## config.mk

```make
export PLATFORM = sky130hd
export DESIGN_NAME = priority_decoder_q
export DESIGN_NICKNAME = d
export VERILOG_FILES = /design/src/rtl/priority_decoder_q.sv
export SDC_FILE = /design/constraint.sdc
export NUM_CORES = 1
export LEC_CHECK = 0
export CAP_MARGIN = 20
export CORE_ASPECT_RATIO = 1.4
export CORE_MARGIN = 3
export CORE_UTILIZATION = 50
export DETAILED_ROUTE_END_ITERATION = 10
export HOLD_SLACK_MARGIN = 0.12
export PLACE_DENSITY = 0.71
export SYNTH_ARGS = -nofsm -noshare
export SYNTH_HDL_FRONTEND = slang
export SYNTH_SLANG_ARGS = --single-unit
```

## constraint.sdc

```tcl
create_clock -name clk -period 2.9 [get_ports clk]
set_input_delay 0.58 -clock clk [delete_from_list [all_inputs] [get_ports clk]]
set_output_delay 0.58 -clock clk [all_outputs]
set_load 0.02 [all_outputs]
```

## src/rtl/priority_decoder_q.sv

```systemverilog
// priority_decoder_q
// Queued 2-to-4 priority-code decoder. Accepts 2-bit indices over a
// valid/ready handshake, buffers them in a DEPTH-entry FIFO, and drives each
// one as a one-hot line for exactly HOLD consecutive cycles. Consecutive
// codes are replayed back to back with no gap cycle between windows.
//
// Parameters
//   DEPTH : FIFO entries (power of 2, >= 2)
//   HOLD  : cycles each one-hot value stays asserted (>= 1)
//
// Ports
//   clk        : rising-edge clock
//   rst        : synchronous active-high reset
//   in_code    : encoded index, 2'b00 -> line 0 ... 2'b11 -> line 3
//   in_valid   : in_code is valid
//   in_ready   : FIFO has space (combinational from fifo_count and rst)
//   out_onehot : decoded line, 4'b0000 when out_valid is low
//   out_valid  : out_onehot is driving a code
//   fifo_count : entries queued, not counting the one being driven
module priority_decoder_q #(
    parameter int DEPTH = 4,
    parameter int HOLD  = 3
) (
    input  logic                     clk,
    input  logic                     rst,
    input  logic [1:0]               in_code,
    input  logic                     in_valid,
    output logic                     in_ready,
    output logic [3:0]               out_onehot,
    output logic                     out_valid,
    output logic [$clog2(DEPTH):0]   fifo_count
);

    localparam int PW = $clog2(DEPTH);
    localparam int CW = PW + 1;
    localparam int HW = (HOLD > 1) ? $clog2(HOLD) : 1;

    typedef enum logic {
        IDLE  = 1'b0,
        DRIVE = 1'b1
    } state_e;

    function automatic logic [3:0] f_decode(input logic [1:0] code);
        f_decode = 4'b0001 << code;
    endfunction

    // FIFO storage and control
    logic [1:0]    r_mem [DEPTH];
    logic [PW-1:0] r_wr;
    logic [PW-1:0] r_rd;
    logic [CW-1:0] r_count;

    // Output FSM
    state_e        r_state;
    logic [HW-1:0] r_hold;
    logic [3:0]    r_onehot;
    logic          r_valid;

    state_e        w_state_nxt;
    logic [HW-1:0] w_hold_nxt;
    logic [3:0]    w_onehot_nxt;
    logic          w_valid_nxt;
    logic          w_push;
    logic          w_pop;
    logic          w_empty;

    // Full check ignores a same-edge pop on purpose: ready never looks ahead.
    assign in_ready   = (r_count < CW'(DEPTH)) & ~rst;
    assign w_push     = in_valid & in_ready;
    assign w_empty    = (r_count == '0);

    assign out_onehot = r_onehot;
    assign out_valid  = r_valid;
    assign fifo_count = r_count;

    always_comb begin
        w_state_nxt  = r_state;
        w_hold_nxt   = r_hold;
        w_onehot_nxt = r_onehot;
        w_valid_nxt  = r_valid;
        w_pop        = 1'b0;
        case (r_state)
            IDLE: begin
                w_onehot_nxt = 4'b0000;
                w_valid_nxt  = 1'b0;
                if (!w_empty) begin
                    w_pop        = 1'b1;
                    w_onehot_nxt = f_decode(r_mem[r_rd]);
                    w_valid_nxt  = 1'b1;
                    w_hold_nxt   = HW'(HOLD - 1);
                    w_state_nxt  = DRIVE;
                end
            end
            DRIVE: begin
                if (r_hold != '0) begin
                    w_hold_nxt = r_hold - HW'(1);
                end else if (!w_empty) begin
                    // Window expired with work pending: chain straight into
                    // the next code so the line never drops between windows.
                    w_pop        = 1'b1;
                    w_onehot_nxt = f_decode(r_mem[r_rd]);
                    w_valid_nxt  = 1'b1;
                    w_hold_nxt   = HW'(HOLD - 1);
                end else begin
                    w_onehot_nxt = 4'b0000;
                    w_valid_nxt  = 1'b0;
                    w_state_nxt  = IDLE;
                end
            end
            default: begin
                w_onehot_nxt = 4'b0000;
                w_valid_nxt  = 1'b0;
                w_hold_nxt   = '0;
                w_state_nxt  = IDLE;
            end
        endcase
    end

    always_ff @(posedge clk) begin
        if (rst) begin
            r_state  <= IDLE;
            r_hold   <= '0;
            r_onehot <= 4'b0000;
            r_valid  <= 1'b0;
            r_wr     <= '0;
            r_rd     <= '0;
            r_count  <= '0;
        end else begin
            r_state  <= w_state_nxt;
            r_hold   <= w_hold_nxt;
            r_onehot <= w_onehot_nxt;
            r_valid  <= w_valid_nxt;
            if (w_push) begin
                r_wr <= r_wr + PW'(1);
            end
            if (w_pop) begin
                r_rd <= r_rd + PW'(1);
            end
            case ({w_push, w_pop})
                2'b10:   r_count <= r_count + CW'(1);
                2'b01:   r_count <= r_count - CW'(1);
                default: r_count <= r_count;
            endcase
        end
    end

    // Payload needs no reset: pointers and count decide what is ever read.
    always_ff @(posedge clk) begin
        if (w_push) begin
            r_mem[r_wr] <= in_code;
        end
    end

endmodule

```

==> impl_metrics.csv, run 1 <==
group,metric,value,unit
outcome,outcome,"finished clean",
pwr,p_leak,0.000467,uW
critical_path,path_class,"input port to output pin",
timing,finalSetupViolations,0,
layout,final_common_cell,"dfxtp_1",
placement,dp_hpwl,1350,um
clocking,cts_tree,"yes",
layout,final_cells,133,
drt,wl_per_cell,13.0,um
synthesis,synthArstFlopShare,0,%
global_routing,grt_pass1_vias,686,
synthesis,synth_nets,104,
clocking,ctsHoldBuffers,0,
critical_path,crit_required,2.32,ns
pwr,cell_internal_pwr,709,uW
timing,hold_viol,0,
critical_path,cp_max_fo,7,
global_routing,grt_use_total,14.4,%
global_routing,overflow,0,
global_routing,grt_max_degree,14,
synthesis,ys_seq_area_share,54.4,%
placement,gp_congestion,0.717,
placement,dp_slack,0.371,ns
drt,num_vias,724,
clocking,cts_setup_buffers,0,
pwr,switching_share,36.6,%
critical_path,cp.arrival,1.91,ns
layout,drive_gt1_share,9.82,%
pwr,combPwrFrac,42.2,%
timing,finalSetupTns,0,ns
synthesis,syn_inst,93,
floorplanning,start_util,53.4,%
timing,layout_min_cycle_time,2.49,ns
floorplanning,die_w,45.0,um
pwr,total_power,1120,uW
placement,port_buffers,13,
timing,max_slew_margin,62.0,%
clocking,cts_inserted_buffers,3,
synthesis,synth_area,0.00107,sq mm
critical_path,crit_path_end_kind,"output pin",
critical_path,critical_path.slowest_cell,"clkdlybuf4s50_1",
synthesis,syn_avg_cell_area,11.5,sq um
clocking,h-tree-depth,1,
floorplanning,die_y,60.7,um
clocking,ctsLongestPathBuffers,2,
timing,finClkSkew,0.00387,ns
flow_run,max-cap-violations,0,
layout,insertedDiodeCount,0,
timing,slew_viol_final,0,
critical_path,cp_cell_sequence,"clkdlybuf4s50_1 > buf_4 > nor2_1 > clkdlybuf4s50_1",
timing,fmax,402,MHz
synthesis,ys_ff_latch,25,
synthesis,synth.distinct_cells,28,
layout,syn_to_final_growth,19.2,%
synthesis,synth-edff-count,8,
pwr,vdd_drop_max,0.648,mV
timing,setup_ws,0.411,ns
timing,rsz0062_at_grt,"no",
clocking,cts_resized,0,
drt,drt_iter0_drc,18,
drt,drc_errors,0,
pwr,pwr-share-seq,44.4,%
drt,vias_per_cell,5.44,
critical_path,critPathMostFrequentCell,"clkdlybuf4s50_1",
layout,mostFrequentLayoutCells,"17 x dfxtp_1, 13 x clkdlybuf4s50_1, 9 x inv_1",
timing,worstMarginPinSlew,0.566,ns
placement,dp.cells,129,
critical_path,startpoint_type,"input port",
clocking,clk_latency,0.31,ns
global_routing,antenna_found_initial,0,
pwr,clockPowerShare,13.4,%
floorplanning,num_io_pins,14,
global_routing,grt_pass1_wl,2820,um
synthesis,synthFlopType,"dfxtp_1",
drt,wirelength,1730,um
layout,fillerInstances,171,
layout,finalNetCount,124,
timing,post-route-period-util,85.8,%
drt,drt_pass1_iterations,4,
synthesis,yosys_warnings,0,
floorplanning,core,0.00200,sq mm
drt,antenna_left,0,
floorplanning,die_area,0.00273,sq mm
pwr,power_switching,410,uW
floorplanning,rows,19,
pwr,p_per_area,879,mW/mm^2
critical_path,cpPeakStageDelay,0.61,ns
clocking,clkTransAtPathRegs,0.12,ns
clocking,cts.sinks,25,
hold_path,min_path_type,"register to register",
clocking,cts-root-buf,"clkbuf_4",
-- kinds of logic (layout without fill, tap and decap cells) --
logic type | count (synthesis) | after routing | synth area share, %
mux | 2 | 2 | 4.57
xor+xnor | 3 | 3 | 2.46
simple gates | 26 | 26 | 14.9
buf+inv | 11 | 30 | 3.87
flops | 25 | 25 | 54.4
fa+ha+maj | 6 | 6 | 7.74
compound gates | 20 | 20 | 12.1
-- area by class of cell --
cell class | count | area, sq um | share of cell area (%)
flip-flops and latches | 25 | 581 | 45.6
multi-input cells | 57 | 445 | 35.0
repair buffers | 17 | 160 | 12.6
inverters | 9 | 33.8 | 2.65
clock buffers | 4 | 26.3 | 2.06
well taps | 21 | 26.3 | 2.06
-- power by group through the flow --
stage / clock, uW / combinational (uW) / sequential (uW)
after floorplan: 0 / 299 / 531
after global placement: 0 / 465 / 500
after detailed placement: 0 / 475 / 506
after CTS: 157 / 478 / 498
after global routing: 166 / 528 / 507
final: 150 / 472 / 496
-- metrics by stage --
stage,util (%),hold WS [ns],cell area [sq um]
after detailed placement,62.4,0.456,1250
after floorplan,-,0.453,1070
final,63.7,0.482,1270
after global routing,63.7,0.510,1270
after CTS,63.7,0.486,1270
after global placement,62.4,0.448,1250
-- worst paths after layout --
path | from | endpoint | slack, ns | cells after the start
worst max-delay path | rst | in_ready | 0.41 | 4
worst min-delay path | out_onehot[2] | out_onehot[2] | 0.48 | 2
worst max register to register | fifo_count[2] | fifo_count[2] | 0.82 | 9
worst min register to register | out_onehot[2] | out_onehot[2] | 0.48 | 2
-- sequential cells by signal (all words and copies together) (netlist names), named ones only --
| register | cells |
|---|---|
| fifo_count | 3 |
| out_onehot | 4 |
| out_valid | 1 |
| r_hold | 2 |
| r_mem | 8 |
| r_rd | 2 |
| r_state | 1 |
| r_wr | 2 |
-- Yosys cell counts, types with 2 or more instances --
cell type,instances,share of area (%)
ha_1,5,5.9
o21ai_0,5,2.3
or3_1,2,1.2
and2_1,4,2.3
xor2_1,2,1.6
dfxtp_1,17,32
o31ai_1,3,2.1
nor2_1,5,1.8
o21a_1,2,1.4
nand3b_1,5,3.5
edfxtp_1,8,23
inv_1,9,3.2
a21oi_1,8,3.8
nand2_1,2,0.70
nand3_1,3,1.4
-- critical path: cells and delay by family --
family        cells  cell delay, ns
buf+inv           3            1.24
simple gates      1            0.08
-- layer usage --
layer  global-route usage [%]  wire length (um)  up-vias
met5                        0                 0        -
met4                     8.79                29        0
met3                     2.67                45        4
met2                     25.1               920       11
met1                     15.7               734      346
li1                         -                 -      363
Power figures use the tool's default switching activity.
==> inputs of run 2 (changes only) <==
--- a/config.mk
+++ b/config.mk
@@ -12,6 +12,7 @@
 export DETAILED_ROUTE_END_ITERATION = 10
 export HOLD_SLACK_MARGIN = 0.12
 export PLACE_DENSITY = 0.71
+export REMOVE_ABC_BUFFERS = 1
 export SYNTH_ARGS = -nofsm -noshare
 export SYNTH_HDL_FRONTEND = slang
 export SYNTH_SLANG_ARGS = --single-unit
==> impl_metrics.csv, run 2 (synthesis results as in run 1) <==
group,metric,value,unit
drt,wl_per_cell,13.0,um
floorplanning,start_util,53.4,%
clocking,clkTransAtPathRegs,0.13,ns
layout,finalNetCount,123,
critical_path,path_class,"input port to output pin",
timing,worstMarginPinSlew,0.660,ns
floorplanning,num_io_pins,14,
clocking,cts_resized,0,
drt,drt_iter0_drc,21,
clocking,cts_tree,"yes",
global_routing,grt_pass1_wl,2930,um
floorplanning,core,0.00200,sq mm
drt,drc_errors,0,
pwr,p_leak,0.000461,uW
critical_path,cp.arrival,1.88,ns
timing,max_slew_margin,55.7,%
hold_path,min_path_type,"register to register",
timing,post-route-period-util,84.7,%
clocking,h-tree-depth,1,
clocking,ctsHoldBuffers,0,
floorplanning,die_area,0.00273,sq mm
drt,wirelength,1720,um
drt,vias_per_cell,5.39,
critical_path,crit_required,2.32,ns
pwr,vdd_drop_max,0.629,mV
timing,hold_viol,0,
pwr,p_per_area,892,mW/mm^2
timing,finClkSkew,0.00484,ns
floorplanning,die_w,45.0,um
global_routing,grt_use_total,14.6,%
layout,largest_register_ffs,8,
drt,drt_pass1_iterations,4,
timing,finalSetupViolations,0,
critical_path,r2r_setup_slack,0.80,ns
flow_run,max-cap-violations,0,
layout,final_cells,132,
floorplanning,rows,19,
drt,num_vias,711,
pwr,total_power,1130,uW
drt,antenna_left,0,
clocking,cts-root-buf,"clkbuf_4",
placement,dp.cells,128,
critical_path,cp_max_fo,8,
clocking,cts_inserted_buffers,3,
timing,rsz0062_at_grt,"no",
clocking,clk_latency,0.31,ns
outcome,outcome,"finished clean",
placement,gp_congestion,0.721,
placement,dp_hpwl,1390,um
global_routing,antenna_found_initial,0,
layout,insertedDiodeCount,0,
floorplanning,die_y,60.7,um
timing,layout_min_cycle_time,2.46,ns
placement,port_buffers,13,
clocking,cts.sinks,25,
timing,fmax,407,MHz
global_routing,grt_pass1_vias,743,
critical_path,crit_path_end_kind,"output pin",
layout,drive_gt1_share,9.91,%
layout,mostFrequentLayoutCells,"17 x dfxtp_1, 13 x clkdlybuf4s50_1, 9 x inv_1",
clocking,cts_setup_buffers,0,
global_routing,grt_max_degree,16,
layout,regMostFlops,"r_mem",
timing,slew_viol_final,0,
clocking,ctsLongestPathBuffers,2,
layout,final_common_cell,"dfxtp_1",
layout,syn_to_final_growth,18.9,%
critical_path,startpoint_type,"input port",
timing,finalSetupTns,0,ns
global_routing,overflow,0,
==> run 2: changes by cell type in the layout (fill, tap and decap cells not counted), sizes merged <==
cell / change
clkinvlp: +1
clkbuf: -1
buf: -1
==> run 2: final cells by class <==
type	instances	area (sq um)
multi-input cells	57	445
fillers	177	728
clock inverters	1	7.51
clock buffers	3	22.5
inverters	9	33.8
repair buffers	16	153
well taps	21	26.3
flip-flops and latches	25	581
==> run 2: worst max-delay path, stage by stage <==
cell and delay [ns]:
clkdlybuf4s50_1 0.54, nor2_1 0.14, clkdlybuf4s50_1 0.61
==> run 2: path summary, 6_finish.rpt <==
check             from       endpoint  cells past startpoint
max                rst       in_ready                      3
min          out_valid      out_valid                      1
max reg2reg  r_hold[1]  fifo_count[2]                     10
min reg2reg  out_valid      out_valid                      1
==> run 2: through the flow <==
| step | area [sq um] | worst slack, ns | hold WS (ns) | util (%) |
|---|---|---|---|---|
| 2_1_floorplan | 1060 | 0.858 | 0.445 | - |
| 3_3_place_gp | 1240 | 0.313 | 0.446 | 62.0 |
| 3_5_place_dp | 1240 | 0.224 | 0.455 | 62.0 |
| 4_1_cts | 1270 | 0.438 | 0.486 | 63.5 |
| 5_1_grt | 1270 | 0.362 | 0.515 | 63.5 |
| 6_report | 1270 | 0.444 | 0.482 | 63.5 |
==> run 2: power breakdown <==
group          switching, uW  internal [uW]  total, uW
clock                    103           52.6        155
sequential              60.0            437        497
combinational            260            220        480
total                    423            709       1130
==> run 2: layer usage <==
metal / share of wire (%) / track usage, % / routed length [um] / vias up
met2: 59 / 27.7 / 1010 / 11
met4: 0 / 6.69 / 0 / 0
li1: - / - / - / 367
met1: 38 / 14.8 / 649 / 333
met3: 3.4 / 2.67 / 58 / 0
met5: 0 / 0 / 0 / -
==> inputs of run 3 (changes only) <==
--- a/config.mk
+++ b/config.mk
@@ -8,10 +8,10 @@
 export CAP_MARGIN = 20
 export CORE_ASPECT_RATIO = 1.4
 export CORE_MARGIN = 3
-export CORE_UTILIZATION = 50
+export CORE_UTILIZATION = 47
 export DETAILED_ROUTE_END_ITERATION = 10
 export HOLD_SLACK_MARGIN = 0.12
-export PLACE_DENSITY = 0.71
+export PLACE_DENSITY = 0.7
 export REMOVE_ABC_BUFFERS = 1
 export SYNTH_ARGS = -nofsm -noshare
 export SYNTH_HDL_FRONTEND = slang
==> constraint.sdc (replaced) <==
create_clock -name clk -period 2.1 [get_ports clk]
set_input_delay 0.42 -clock clk [delete_from_list [all_inputs] [get_ports clk]]
set_output_delay 0.42 -clock clk [all_outputs]
set_load 0.02 [all_outputs]
==> impl_metrics.csv, run 3 (synthesis results as in run 1) <==
group,metric,value,unit
critical_path,crit_path_end_kind,"register",
timing,worstMarginPinSlew,0.697,ns
placement,dp.cells,134,
critical_path,cp_max_fo,2,
layout,fin_area,0.00131,sq mm
drt,drc_errors,0,
pwr,p_leak,0.000494,uW
critical_path,crit_required,2.35,ns
clocking,clk_latency,0.31,ns
drt,antenna_left,0,
timing,finalSetupViolations,0,
critical_path,path_class,"input port to register",
placement,placed_area,0.00128,sq mm
clocking,cts_tree,"yes",
layout,finalNetCount,129,
critical_path,cp_cell_sequence,"clkdlybuf4s50_1 > nor3b_2 > inv_1 > ha_1 > inv_1 > fa_1 > xor2_1 > or3_1 > a21oi_1",
clocking,cts_resized,1,
drt,drt_pass1_iterations,2,
timing,max_slew_margin,53.2,%
critical_path,cpPeakStageDelay,0.41,ns
drt,num_vias,755,
layout,fillerInstances,187,
placement,gp_congestion,0.748,
timing,finClkSkew,0.00272,ns
global_routing,grt_pass1_wl,3010,um
layout,final_cells,138,
timing,slew_viol_final,0,
layout,final_common_cell,"dfxtp_1",
placement,dp_hpwl,1380,um
clocking,clkTransAtPathRegs,0.12,ns
layout,register_area,581,sq um
layout,multi_input_area,449,sq um
outcome,outcome,"finished clean",
layout,regMostFlops,"r_mem",
pwr,pwr-share-seq,40.9,%
flow_run,max-cap-violations,0,
timing,finalSetupTns,0,ns
clocking,cts_setup_buffers,0,
critical_path,cp.arrival,2.25,ns
layout,mostFrequentLayoutCells,"17 x dfxtp_1, 12 x clkdlybuf4s50_1, 9 x inv_1, 9 x buf_4",
pwr,p_per_area,1250,mW/mm^2
pwr,clockPowerShare,12.4,%
clocking,cts-root-buf,"clkbuf_4",
floorplanning,die_y,62.4,um
floorplanning,rows,19,
timing,fmax,500,MHz
critical_path,critPathMostFrequentCell,"inv_1",
clocking,cts.sinks,25,
global_routing,grt_pass1_vias,765,
global_routing,overflow,0,
clocking,ctsHoldBuffers,0,
critical_path,critical-path-top-delay-family,"adder cells",
hold_path,min_path_type,"register to register",
global_routing,grt_use_total,14.3,%
floorplanning,core,0.00207,sq mm
critical_path,cp_num_buf_inv,3,
drt,vias_per_cell,5.47,
timing,post-route-period-util,95.3,%
placement,port_buffers,13,
floorplanning,die_w,46.3,um
timing,hold_slack,0.493,ns
clocking,cts_inserted_buffers,3,
drt,wl_per_cell,12.5,um
critical_path,startpoint_type,"input port",
layout,drive_gt1_share,14.5,%
timing,layout_min_cycle_time,2.00,ns
pwr,combPwrFrac,46.7,%
pwr,switching_share,36.2,%
clocking,ctsLongestPathBuffers,2,
drt,wirelength,1730,um
global_routing,grt_max_degree,19,
global_routing,antenna_found_initial,0,
layout,largest_register_ffs,8,
critical_path,critical_path.slowest_cell,"clkdlybuf4s50_1",
clocking,h-tree-depth,1,
layout,fin_util,63.5,%
floorplanning,die_area,0.00289,sq mm
floorplanning,start_util,51.6,%
layout,insertedDiodeCount,0,
pwr,vdd_drop_max,0.937,mV
timing,rsz0062_at_grt,"no",
floorplanning,num_io_pins,14,
timing,hold_viol,0,
drt,drt_iter0_drc,5,
layout,syn_to_final_growth,23.0,%
pwr,power_switching,593,uW
pwr,cell_internal_pwr,1040,uW
[run 3: metal layers]
layer	global-route usage [%]	wire [um]	part of all wire [%]
met5	0	0	0
met4	8.54	47	2.7
met2	25.3	978	56
met1	13.9	652	38
met3	2.88	53	3.1
[run 3: path summary, 6_finish.rpt]
path,cells past startpoint,end,start,slack (ns)
worst max-delay path,9,fifo_count[2],in_valid,0.1
worst min-delay path,1,out_valid,out_valid,0.49
worst max register to register,9,fifo_count[2],fifo_count[2],0.14
worst min register to register,1,out_valid,out_valid,0.49
[run 3: stage by stage]
stage | worst slack [ns] | total power (uW)
floorplan | 0.0584 | 1140
global placement | -0.128 | 1420
detailed placement | -0.260 | 1450
CTS | 0.0325 | 1650
global route | 0.0129 | 1770
finish | 0.0986 | 1640
[run 3: power groups by stage]
stage	sequential, uW	combinational, uW	clock (uW)
detailed placement	678	768	0
global route	680	855	233
CTS	666	771	215
global placement	669	750	0
floorplan	734	409	0
finish	669	763	204
[run 3: cell type report]
cell class	count	share of cell area [%]
clock buffer	4	2.00
inverter	9	2.57
multi-input combinational	57	34.2
sequential	25	44.2
tap	21	2.00
timing repair buffer	22	15.0
